===== src/rtl/sd_clk_pkg.sv =====
// Shared state encoding and default speed/burst constants for the SD card-clock controller.
package sd_clk_pkg;

    typedef enum logic [1:0] {
        PWRUP   = 2'd0,
        RUN     = 2'd1,
        SWITCH  = 2'd2,
        STOPPED = 2'd3
    } sd_clk_state_t;

    localparam int DEF_INIT_CKSPD = 252;
    localparam int DEF_NINIT      = 80;
    localparam int CKSPD_FASTEST  = 0;

endpackage


===== src/rtl/sd_clk_cnt.sv =====
// Qualifies sdckgen strobes as delivered card clocks and keeps a wrapping count of them.
// Combinational qualifier, count registered one cycle later; no backpressure.
module sd_clk_cnt #(
    parameter int W = 16
) (
    input  logic         i_clk,
    input  logic         i_reset,
    input  logic         i_ckstb,
    input  logic         i_shutdown,
    output logic         o_counted,
    output logic [W-1:0] o_count
);

    logic [W-1:0] count_q;
    logic [W-1:0] count_d;

    assign o_counted = i_ckstb && !i_shutdown;
    assign o_count   = count_q;

    always_comb begin
        count_d = count_q;
        if (o_counted) begin
            count_d = count_q + W'(1);
        end
    end

    always_ff @(posedge i_clk) begin
        if (i_reset) begin
            count_q <= '0;
        end else begin
            count_q <= count_d;
        end
    end

endmodule


===== src/rtl/sd_clk_ctrl.sv =====
// Sequences sdckgen config: power-up burst, handshaked speed changes, idle/stall clock gating.
// Config outputs are registered; o_req_ready is combinational and drops in RUN while the FIFO stalls.
module sd_clk_ctrl
    import sd_clk_pkg::*;
#(
    parameter int                  LGMAXDIV   = 8,
    parameter logic [LGMAXDIV-1:0] INIT_CKSPD = LGMAXDIV'(DEF_INIT_CKSPD),
    parameter int                  NINIT      = DEF_NINIT,
    parameter int                  LGIDLE     = 4
) (
    input  logic                i_clk,
    input  logic                i_reset,
    input  logic                i_req_valid,
    input  logic [LGMAXDIV-1:0] i_req_ckspd,
    input  logic                i_req_clk90,
    output logic                o_req_ready,
    output logic                o_req_ack,
    input  logic                i_auto_stop,
    input  logic [LGIDLE-1:0]   i_idle_clocks,
    input  logic                i_cmd_busy,
    input  logic                i_data_busy,
    input  logic                i_fifo_stall,
    input  logic                i_ckstb,
    input  logic [LGMAXDIV-1:0] i_ckspd,
    output logic [LGMAXDIV-1:0] o_cfg_ckspd,
    output logic                o_cfg_clk90,
    output logic                o_cfg_shutdown,
    output logic                o_init_done,
    output logic                o_clk_stopped,
    output logic [15:0]         o_clk_count
);

    sd_clk_state_t       state_q, state_d;
    logic [LGMAXDIV-1:0] ckspd_q, ckspd_d;
    logic                clk90_q, clk90_d;
    logic                init_done_q, init_done_d;
    logic                ack_q, ack_d;
    logic                matched_q, matched_d;
    logic [LGIDLE-1:0]   idle_q, idle_d;

    logic        counted;
    logic        shutdown;
    logic        busy;
    logic        accept;
    logic [15:0] clk_count;

    assign shutdown    = (state_q == STOPPED);
    assign busy        = i_cmd_busy || i_data_busy;
    assign o_req_ready = ((state_q == RUN) && !i_fifo_stall) || (state_q == STOPPED);
    assign accept      = i_req_valid && o_req_ready;

    sd_clk_cnt #(.W(16)) u_cnt (
        .i_clk      (i_clk),
        .i_reset    (i_reset),
        .i_ckstb    (i_ckstb),
        .i_shutdown (shutdown),
        .o_counted  (counted),
        .o_count    (clk_count)
    );

    always_comb begin
        state_d     = state_q;
        ckspd_d     = ckspd_q;
        clk90_d     = clk90_q;
        init_done_d = init_done_q;
        ack_d       = 1'b0;
        matched_d   = matched_q;
        idle_d      = idle_q;

        case (state_q)
            PWRUP: begin
                // The card-clock counter starts at zero on reset, so it doubles as the burst counter.
                if (counted && (clk_count == 16'(NINIT - 1))) begin
                    init_done_d = 1'b1;
                    state_d     = RUN;
                end
            end
            RUN: begin
                if (busy || !i_auto_stop) begin
                    idle_d = '0;
                end else if (counted && (idle_q != '1)) begin
                    idle_d = idle_q + LGIDLE'(1);
                end

                if (i_fifo_stall) begin
                    state_d = STOPPED;
                end else if (accept) begin
                    ckspd_d   = i_req_ckspd;
                    clk90_d   = i_req_clk90;
                    matched_d = 1'b0;
                    state_d   = SWITCH;
                end else if (i_auto_stop && !busy && (idle_d >= i_idle_clocks)) begin
                    state_d = STOPPED;
                end
            end
            SWITCH: begin
                // Echo match arms the ack; a strictly later delivered clock confirms it.
                if (!matched_q) begin
                    if (i_ckspd == ckspd_q) begin
                        matched_d = 1'b1;
                    end
                end else if (counted) begin
                    matched_d = 1'b0;
                    ack_d     = 1'b1;
                    state_d   = RUN;
                end
            end
            STOPPED: begin
                idle_d = '0;
                if (accept) begin
                    ckspd_d = i_req_ckspd;
                    clk90_d = i_req_clk90;
                    ack_d   = 1'b1;
                end
                if (!i_fifo_stall && (busy || !i_auto_stop)) begin
                    state_d = RUN;
                end
            end
            default: begin
                state_d = PWRUP;
            end
        endcase
    end

    always_ff @(posedge i_clk) begin
        if (i_reset) begin
            state_q     <= PWRUP;
            ckspd_q     <= INIT_CKSPD;
            clk90_q     <= 1'b0;
            init_done_q <= 1'b0;
            ack_q       <= 1'b0;
            matched_q   <= 1'b0;
            idle_q      <= '0;
        end else begin
            state_q     <= state_d;
            ckspd_q     <= ckspd_d;
            clk90_q     <= clk90_d;
            init_done_q <= init_done_d;
            ack_q       <= ack_d;
            matched_q   <= matched_d;
            idle_q      <= idle_d;
        end
    end

    assign o_cfg_ckspd    = ckspd_q;
    assign o_cfg_clk90    = clk90_q || (ckspd_q == LGMAXDIV'(CKSPD_FASTEST));
    assign o_cfg_shutdown = shutdown;
    assign o_clk_stopped  = shutdown;
    assign o_init_done    = init_done_q;
    assign o_req_ack      = ack_q;
    assign o_clk_count    = clk_count;

endmodule


===== config.mk =====
export PLATFORM = sky130hd
export DESIGN_NAME = sd_clk_ctrl
export DESIGN_NICKNAME = d
export VERILOG_FILES = /design/src/rtl/sd_clk_pkg.sv /design/src/rtl/sd_clk_cnt.sv /design/src/rtl/sd_clk_ctrl.sv
export SDC_FILE = /design/constraint.sdc
export NUM_CORES = 1
export LEC_CHECK = 0
export ABC_AREA = 1
export CAP_MARGIN = 20
export CORE_MARGIN = 5
export CORE_UTILIZATION = 38
export CTS_CLUSTER_SIZE = 30
export DETAILED_ROUTE_END_ITERATION = 10
export MAX_ROUTING_LAYER = met4
export PLACE_DENSITY = 0.66
export SYNTH_ARGS = -nofsm -noshare
export SYNTH_HDL_FRONTEND = slang
export SYNTH_HIERARCHICAL = 1
export SYNTH_SLANG_ARGS = --single-unit

===== constraint.sdc =====
create_clock -name i_clk -period 2.5 [get_ports i_clk]
set_input_delay 0.375 -clock i_clk [delete_from_list [all_inputs] [get_ports i_clk]]
set_output_delay 0.375 -clock i_clk [all_outputs]
set_load 0.05 [all_outputs]

# Yosys cells after proc, flatten, opt, wreduce, memory -nomap -nowiden

Index checks and enable logic that the tools add are counted.
W data, S select, Z words.

Output and inout bits: 30
Flip-flop bits (word level): 34
Word-level logic and storage cells: 76
Input port bits: 29

$add $sub $neg: 2
Equal/unequal tests: 13
Mux-type cells: 28
Magnitude comparators: 1
Reductions and logical operators: 24

Operators with widths:

| kind                    | count |
|---|---|
| $add A16 B1 Y16 const B | 1 |
| $eq A16 B7 Y1 const B   | 1 |
| $mux W8                 | 2 |
| $pmux W8 S2             | 1 |
| $mux W2                 | 7 |
| $mux W4                 | 3 |
| $ne A2 B2 Y1 const B    | 6 |
| $mux W1                 | 10 |
| $eq A8 B8 Y1            | 1 |
| $logic_and A1 B1 Y1     | 8 |
| $logic_not A8 Y1        | 1 |
| $pmux W2 S4             | 1 |
| $pmux W4 S2             | 1 |
| $pmux W1 S2             | 3 |
| $reduce_and A5 Y1       | 1 |
| $add A4 B1 Y4 const B   | 1 |
| $eq A2 B2 Y1 const B    | 2 |
| $ge A4 B4 Y1            | 1 |
| $logic_not A1 Y1        | 4 |
| $logic_or A1 B1 Y1      | 4 |
| $ne A4 B3 Y1 const B    | 1 |
| $ne A4 B4 Y1 const B    | 1 |
| $reduce_and A2 Y1       | 2 |
| $reduce_bool A2 Y1      | 2 |
| 3 further kinds         | 3 |

# Logic depth before layout (Yosys ltp)

Gate-level depths: netlist of the first run.

Word-level depth: 13
Gate-level depth with buffers: 18
Gate-level depth less buffers: 17

# Hierarchy

The synthesis of the first run kept the hierarchy.

Modules (own cells, without submodules):

| module      | sequential area each (µm²) | area an instance (µm²) | cells an instance | times used |
|---|---|---|---|---|
| sd_clk_ctrl | 360.3                      | 1161.1                 | 174               | 1 |
| sd_clk_cnt  | 320.3                      | 852.1                  | 128               | 1 |

# Worst setup path after synthesis of the first run

OpenSTA, ideal clock, no wires.

Path type: register -> register
Start: reg state_q[1]
End: reg state_q[1]
Arrival time: 2443 ps
Data required time: 2369 ps
Period minus slack after synthesis: 2574 ps
Buffers on the path: 1
Setup time: 131 ps
Path slack: -74 ps
Stages on the path, launching flop included: 16
Path through: dfxtp_1 -> nand2_1 -> inv_1 -> nor2_4 -> buf_4 -> nand2_1 -> inv_1 -> a21o_1 -> and3_1 -> ha_1 -> a21oi_1 -> nand3_1 -> nand2_1 -> nand2_1 -> nand4_1 -> a21oi_1

Word-level cells in the longest chain between the ends: 11
Elaborated cells between the ends (all ways): 25
Those cells by class: order compare (1); eq/ne (8); mux (6); reduce/logical (10)

RTL lines:

| item                                 | RTL line           | RTL |
|---|---|---|
| start: declaration                   | sd_clk_ctrl.sv:33  | `sd_clk_state_t state_q, state_d;` |
| start signal: assignment             | sd_clk_ctrl.sv:135 | `state_q <= state_d;` |
| $eq A2 B2 Y1 *                       | sd_clk_ctrl.sv:47  | `assign shutdown = (state_q == STOPPED);` |
| named net o_cfg_shutdown             | sd_clk_ctrl.sv:27  | `output logic o_cfg_shutdown,` |
| $logic_not A1 Y1 *                   | sd_clk_cnt.sv:17   | `assign o_counted = i_ckstb && !i_shutdown;` |
| $logic_and A1 B1 Y1 *                | sd_clk_cnt.sv:17   |  |
| named net counted                    | sd_clk_ctrl.sv:41  | `logic counted;` |
| $logic_and A1 B1 Y1                  | sd_clk_ctrl.sv:81  | `end else if (counted && (idle_q != '1)) begin` |
| $mux W4                              | sd_clk_ctrl.sv:81  |  |
| $mux W4                              | sd_clk_ctrl.sv:79  | `if (busy \|\| !i_auto_stop) begin` |
| $mux W4                              | sd_clk_ctrl.sv:70  | `case (state_q)` |
| $ge A4 B4 Y1                         | sd_clk_ctrl.sv:92  | `end else if (i_auto_stop && !busy && (idle_d >= i_idle_clocks)) begin` |
| $logic_and A1 B1 Y1                  | sd_clk_ctrl.sv:92  |  |
| $ne A4 B3 Y1 (no source line)        | n/a                |  |
| $reduce_and A5 Y1 (no source line) * | n/a                |  |

Mark *: on every way through the listed nets, which the timed path passes. The rest lies on a longest branch. The select of a mux whose other input is x is not followed.
A chain may end at the register's enable or synchronous reset.

# Worst setup path after layout of the first run

Start: reg ckspd_q[4], in the netlist o_cfg_ckspd[4]
End: out o_cfg_clk90

Word-level cells in the longest chain between the ends: 2

RTL lines:

| item                     | RTL line           | RTL |
|---|---|---|
| start: declaration       | sd_clk_ctrl.sv:34  | `logic [LGMAXDIV-1:0] ckspd_q, ckspd_d;` |
| start signal: assignment | sd_clk_ctrl.sv:136 | `ckspd_q <= ckspd_d;` |
| $logic_not A8 Y1         | sd_clk_ctrl.sv:146 | `assign o_cfg_clk90 = clk90_q \|\| (ckspd_q == LGMAXDIV'(CKSPD_FASTEST));` |
| $logic_or A1 B1 Y1       | sd_clk_ctrl.sv:146 |  |
| end: declaration         | sd_clk_ctrl.sv:26  | `output logic o_cfg_clk90,` |

Every way passes these cells.

==> flow_metrics.py, run 1 <==
metrics = {
    "run_status": {
        "status": "completed",
    },
    "finish": {
        "layoutNonFillerInstCount": 435,
        "layout-drive-gt1-share_pct": 9.59,
        "regArea_um2": 681,
        "synthToLayoutAreaGrowth_pct": 36.3,
        "multi_input_area_um2": 1130,
        "nFillCells": 540,
        "num_antenna_cells": 0,
        "nets": 399,
    },
    "route": {
        "initialDrtViolationCount": 95,
        "firstDrtPassIters": 4,
        "via_count": 2080,
        "avgViaCountPerCell": 4.78,
        "routed_wl_um": 4990,
        "detail-route-antenna-nets": 0,
        "wl_per_cell_um": 11.5,
        "route.detailed.drc": 0,
    },
    "min_path": {
        "hold_class": "flop to flop",
        "hold-path-endpoint": "clk90_q",
        "min_from": "clk90_q",
        "hold_depth": 2,
    },
    "critical_path": {
        "worst_setup_path_end_kind": "output pin",
        "crit_path_top_delay_cell": "clkdlybuf4s50_1",
        "timing.rr.end": "state_q[0]",
        "worstReg2RegStart": "state_q[1]",
        "cp.depth": 3,
        "cp-startpoint": "o_cfg_ckspd[4]",
        "reg2reg_slack_ps": 280,
        "crit_family": "buffers and inverters",
        "path_cells": "nor4_1 -> a41o_1 -> clkdlybuf4s50_1",
        "required_ps": 2120,
        "slowest_delay_ps": 810,
        "rr_worst_depth": 16,
        "cp.arrival_ps": 1960,
        "crit_buf_inv": 1,
        "cp-start-kind": "flop",
        "crit_fanout": 5,
        "timing_worst_setup_path_type": "flop to output pin",
    },
    "synth": {
        "synth_edf_count": 0,
        "synth.top_cells.by_count": "nand2_1, nor2_1, inv_1",
        "synth-seq-cells": 34,
        "async_flop_share_pct": 0,
        "post-synth-top-count-cell": "nand2_1",
        "avgSynthCellArea_um2": 6.67,
        "ys_seq_area_share_pct": 33.8,
        "synth_nets": 337,
        "yosysTopAreaCell": "dfxtp_1",
        "netlist_area_um2": 2010,
        "synthCells": 302,
        "synth_ff_type": "dfxtp_1",
        "yosysWarnings": 6,
        "synthTopCellsByArea": "dfxtp_1, nand2_1, nor2_1",
        "netlist.area_leader.share_pct": 33.8,
        "synth.distinct_cells": 31,
    },
    "timing": {
        "skew_ps": 11.1,
        "period_share_pct": 93.6,
        "worst_pin_slew_ps": 523,
        "finalSetupViolations": 0,
        "relSlewSlack_pct": 65.0,
        "fmax_mhz": 427,
        "setup_tns_ps": 0,
        "finalMaxSlewViolations": 0,
        "rsz0062_at_grt": "no",
        "min_period_ps": 2340,
        "whs_ps": 495,
        "finalHoldViolCount": 0,
    },
    "clocking": {
        "postCtsResizedCells": 0,
        "cts_buffer_depth": 2,
        "cts-root-buf": "clkbuf_8",
        "clkLatencyLatePin_ps": 290,
        "htreeDepth": 2,
        "ctsHoldBuffers": 0,
        "cts_tree": "done",
        "numCtsBuffers": 5,
        "cts.sinks": 34,
        "cts_setup_buffers": 0,
        "clkTransAtPathRegs_ps": 70,
    },
    "die": {
        "start_util_pct": 39.2,
        "dieArea_um2": 6850,
        "die_w_um": 82.8,
        "dieHeight_um": 82.8,
        "io_pins": 59,
        "design.core.area_um2": 5140,
        "rows": 26,
    },
    "run": {
        "cap_violations": 0,
    },
    "grt": {
        "grt_usage_pct": 15.9,
        "grt_pass1_vias": 1937,
        "antenna_found_initial": 0,
        "grt_pass1_wl_um": 8240,
        "grt_max_degree": 18,
        "overflow": 0,
    },
    "placed_design": {
        "numPortBuffers": 58,
        "dpl.hpwl_um": 3930,
        "place.gp.congestion": 0.824,
        "place_inst": 427,
    },
    "power_and_ir_drop": {
        "max-vdd-ir-drop_v": 0.000234,
        "pwr_density_cell_nw_per_um2": 581,
        "power.leakage_nw": 1.14,
    },
}
==> routing by layer <==
| layer | up-vias | wire [um] | global-route usage, % | part of all wire (%) |
|---|---|---|---|---|
| li1 | 1086 | - | - | - |
| met5 | - | 0 | - | 0 |
| met3 | 7 | 390 | 4.43 | 7.8 |
| met4 | 0 | 42 | 3.76 | 0.84 |
| met1 | 915 | 2390 | 20.1 | 48 |
| met2 | 72 | 2170 | 25.2 | 43 |
==> through the flow <==
stage,area (um2),worst slack [ps],utilization [%],power [mW]
after floorplan,2020,0.874,-,1.04
after global placement,2660,151,51.7,1.20
after detailed placement,2660,79.9,51.7,1.21
after CTS,2740,118,53.4,1.61
after global routing,2740,43.7,53.4,1.68
final,2740,161,53.4,1.59
==> tightest hold or removal path, delay by kind of cell (launching register included) <==
kind             cells  cell delay, ps
flip-flops           1             320
AND/OR/NAND/NOR      2             140
==> flip-flops by register name (all words and copies together) (netlist names) <==
| name | flops |
|---|---|
| u_cnt/o_count | 16 |
| o_cfg_ckspd | 8 |
| idle_q | 4 |
| state_q | 2 |
| clk90_q | 1 |
| matched_q | 1 |
| o_init_done | 1 |
| o_req_ack | 1 |
==> logic make-up (layout without fill, tap and decap cells) <==
kind of cell             Yosys count  in the layout  share of synthesized area, %
XOR/XNOR                           6              6                          2.61
AND/OR/NAND/NOR                  172            172                          40.0
buffers and inverters             48            111                          10.3
adder cells (fa/ha/maj)            6              6                          3.73
AO/OA/AOI/OAI                     36             36                          9.57
flip-flops                        34             34                          33.8
==> how the worst max path moves through the flow <==
stage | slack (ps) | end
final | 160 | o_cfg_clk90
after global routing | 40 | o_cfg_clk90
after CTS | 120 | o_cfg_clk90
after detailed placement | 80 | state_q[0]
after global placement | 150 | state_q[0]
after floorplan | 0.9 | state_q[1]
==> report_power, final <==
group	internal, mW	switching (mW)	leakage (nW)
sequential	0.587	0.0553	0.276
combinational	0.201	0.350	0.823
clock	0.196	0.204	0.0452
total	0.985	0.609	1.14
==> layout by cell type, fill, tap and decap left out, types with 2 or more instances in the layout <==
cell / n
nand2_4: 3
buf_4: 3
nor2_1: 42
nand2_2: 4
inv_1: 39
a21oi_1: 20
xor2_1: 2
nor2_2: 5
clkdlybuf4s50_1: 57
o21ai_0: 11
ha_1: 6
dfxtp_1: 34
nand4_1: 9
xnor2_1: 4
nand3_1: 24
or2_2: 5
o211ai_1: 2
nand2_1: 72
clkbuf_8: 5
nor2_4: 4
==> layout make-up <==
type / instances / share of cell area, %
timing repair buffer: 60 / 21.6
multi-input combinational: 220 / 41.1
inverter: 43 / 6.11
tap: 70 / 3.19
clock inverter: 2 / 0.502
clock buffer: 6 / 2.64
sequential: 34 / 24.8
(Power assumes the default switching activity.)
==> inputs of run 2 (changes only) <==
--- a/config.mk
+++ b/config.mk
@@ -12,7 +12,7 @@
 export CTS_CLUSTER_SIZE = 30
 export DETAILED_ROUTE_END_ITERATION = 10
 export MAX_ROUTING_LAYER = met4
-export PLACE_DENSITY = 0.66
+export PLACE_DENSITY_LB_ADDON = 0.25
 export SYNTH_ARGS = -nofsm -noshare
 export SYNTH_HDL_FRONTEND = slang
 export SYNTH_HIERARCHICAL = 1
==> flow_metrics.py, run 2 (same netlist as run 1, synthesis figures left out) <==
metrics = {
    "finish": {
        "nets": 401,
        "layoutNonFillerInstCount": 436,
        "final_core_util_pct": 53.6,
        "final_cell_mix": "nand2_1, clkdlybuf4s50_1, nor2_1",
        "final_common_cell": "nand2_1",
        "nFillCells": 542,
        "postLayoutCellArea_um2": 2750,
        "largest_reg_flops": 16,
        "synthToLayoutAreaGrowth_pct": 36.7,
        "layout-drive-gt1-share_pct": 9.84,
        "num_antenna_cells": 0,
    },
    "route": {
        "routed.top_layer": "met4",
        "avgViaCountPerCell": 4.74,
        "route.met2.wl_um": 2320,
        "via_count": 2068,
        "wl_per_cell_um": 11.5,
        "initialDrtViolationCount": 115,
        "routed_wl_um": 5020,
        "met3_length_um": 298,
        "detail-route-antenna-nets": 0,
        "route.detailed.drc": 0,
        "firstDrtPassIters": 4,
        "wl_met1_um": 2340,
    },
    "timing": {
        "fin_ws_ps": 162,
        "rsz0062_at_grt": "no",
        "setup_tns_ps": 0,
        "skew_ps": 5.16,
        "finalMaxSlewViolations": 0,
        "finalHoldViolCount": 0,
        "relSlewSlack_pct": 65.6,
        "whs_ps": 498,
        "fmax_mhz": 428,
        "period_share_pct": 93.5,
        "worst_pin_slew_ps": 514,
        "min_period_ps": 2340,
        "finalSetupViolations": 0,
    },
    "critical_path": {
        "timing_worst_setup_path_type": "flop to output pin",
        "cp.arrival_ps": 1960,
        "rr_worst_depth": 14,
        "crit_fanout": 6,
        "cp-start-kind": "flop",
        "required_ps": 2120,
        "worst_setup_path_end_kind": "output pin",
    },
    "clocking": {
        "numCtsBuffers": 5,
        "cts-root-buf": "clkbuf_8",
        "cts_buffer_depth": 2,
        "cts.sinks": 34,
        "clkTransAtPathRegs_ps": 70,
        "cts_tree": "done",
        "htreeDepth": 2,
        "clkLatencyLatePin_ps": 280,
    },
    "die": {
        "die_w_um": 82.8,
        "io_pins": 59,
        "design.core.area_um2": 5140,
        "rows": 26,
        "dieArea_um2": 6850,
        "start_util_pct": 39.2,
        "dieHeight_um": 82.8,
    },
    "power_and_ir_drop": {
        "pwr_density_cell_nw_per_um2": 576,
        "power_mw": 1.59,
        "power.leakage_nw": 1.15,
        "max-vdd-ir-drop_v": 0.000301,
    },
    "placed_design": {
        "dpl.hpwl_um": 3850,
        "place.gp.congestion": 0.848,
        "placedInstanceArea_um2": 2660,
        "place_worst_setup_slack_ps": 94.2,
        "numPortBuffers": 58,
        "place_inst": 427,
    },
    "grt": {
        "grt_pass1_vias": 1887,
        "antenna_found_initial": 0,
        "grt_usage_pct": 15.7,
        "grt_pass1_wl_um": 8220,
        "grt_max_degree": 18,
        "overflow": 0,
    },
    "min_path": {
        "hold_class": "flop to flop",
        "hold_depth": 2,
    },
    "run": {
        "cap_violations": 0,
    },
    "run_status": {
        "status": "completed",
    },
}
## run 2: cell types whose count changed in the layout (fill, tap and decap cells not counted)
cell / delta
clkinvlp_4: +1
clkinv_4: -1
buf_4: +2
clkinv_2: -1
## run 2: report_power, final
group | internal [mW] | switching, mW | total [mW]
sequential | 0.587 | 0.0568 | 0.644
combinational | 0.206 | 0.348 | 0.554
clock | 0.191 | 0.197 | 0.388
total | 0.984 | 0.602 | 1.59
## run 2: path summary, 6_finish.rpt
path | startpoint | to | slack [ps]
max | state_q[1] | o_clk_stopped | 160
min | o_init_done | o_init_done | 500
max reg2reg | state_q[1] | state_q[0] | 270
min reg2reg | o_init_done | o_init_done | 500
## run 2: area by class of cell
| cell class | count | area (um2) | area share, % |
|---|---|---|---|
| clock buffer | 6 | 72.6 | 2.64 |
| clock inverter | 1 | 7.51 | 0.273 |
| inverter | 43 | 168 | 6.09 |
| multi-input combinational | 220 | 1130 | 41.0 |
| sequential | 34 | 681 | 24.7 |
| tap | 70 | 87.6 | 3.18 |
| timing repair buffer | 62 | 608 | 22.1 |
## run 2: what timing repair did
item,4_1_cts,5_1_grt
hold buffers,0,0
setup endpoints to repair,0,1
setup buffers,0,2
resized for setup,0,0
endpoints found under the hold margin,0,0
## run 2: worst max-delay path, cell delays in order, from the launching register on
cell	delay, ps
dfxtp_1	480
nand2_2	140
clkinvlp_4	150
buf_4	130
clkdlybuf4s50_1	790
## run 2: layer usage
layer | vias up | GRT usage (%)
met5 | - | -
met4 | 0 | 4.58
met3 | 6 | 3.78
met2 | 52 | 25.4
met1 | 918 | 19.6
li1 | 1092 | -
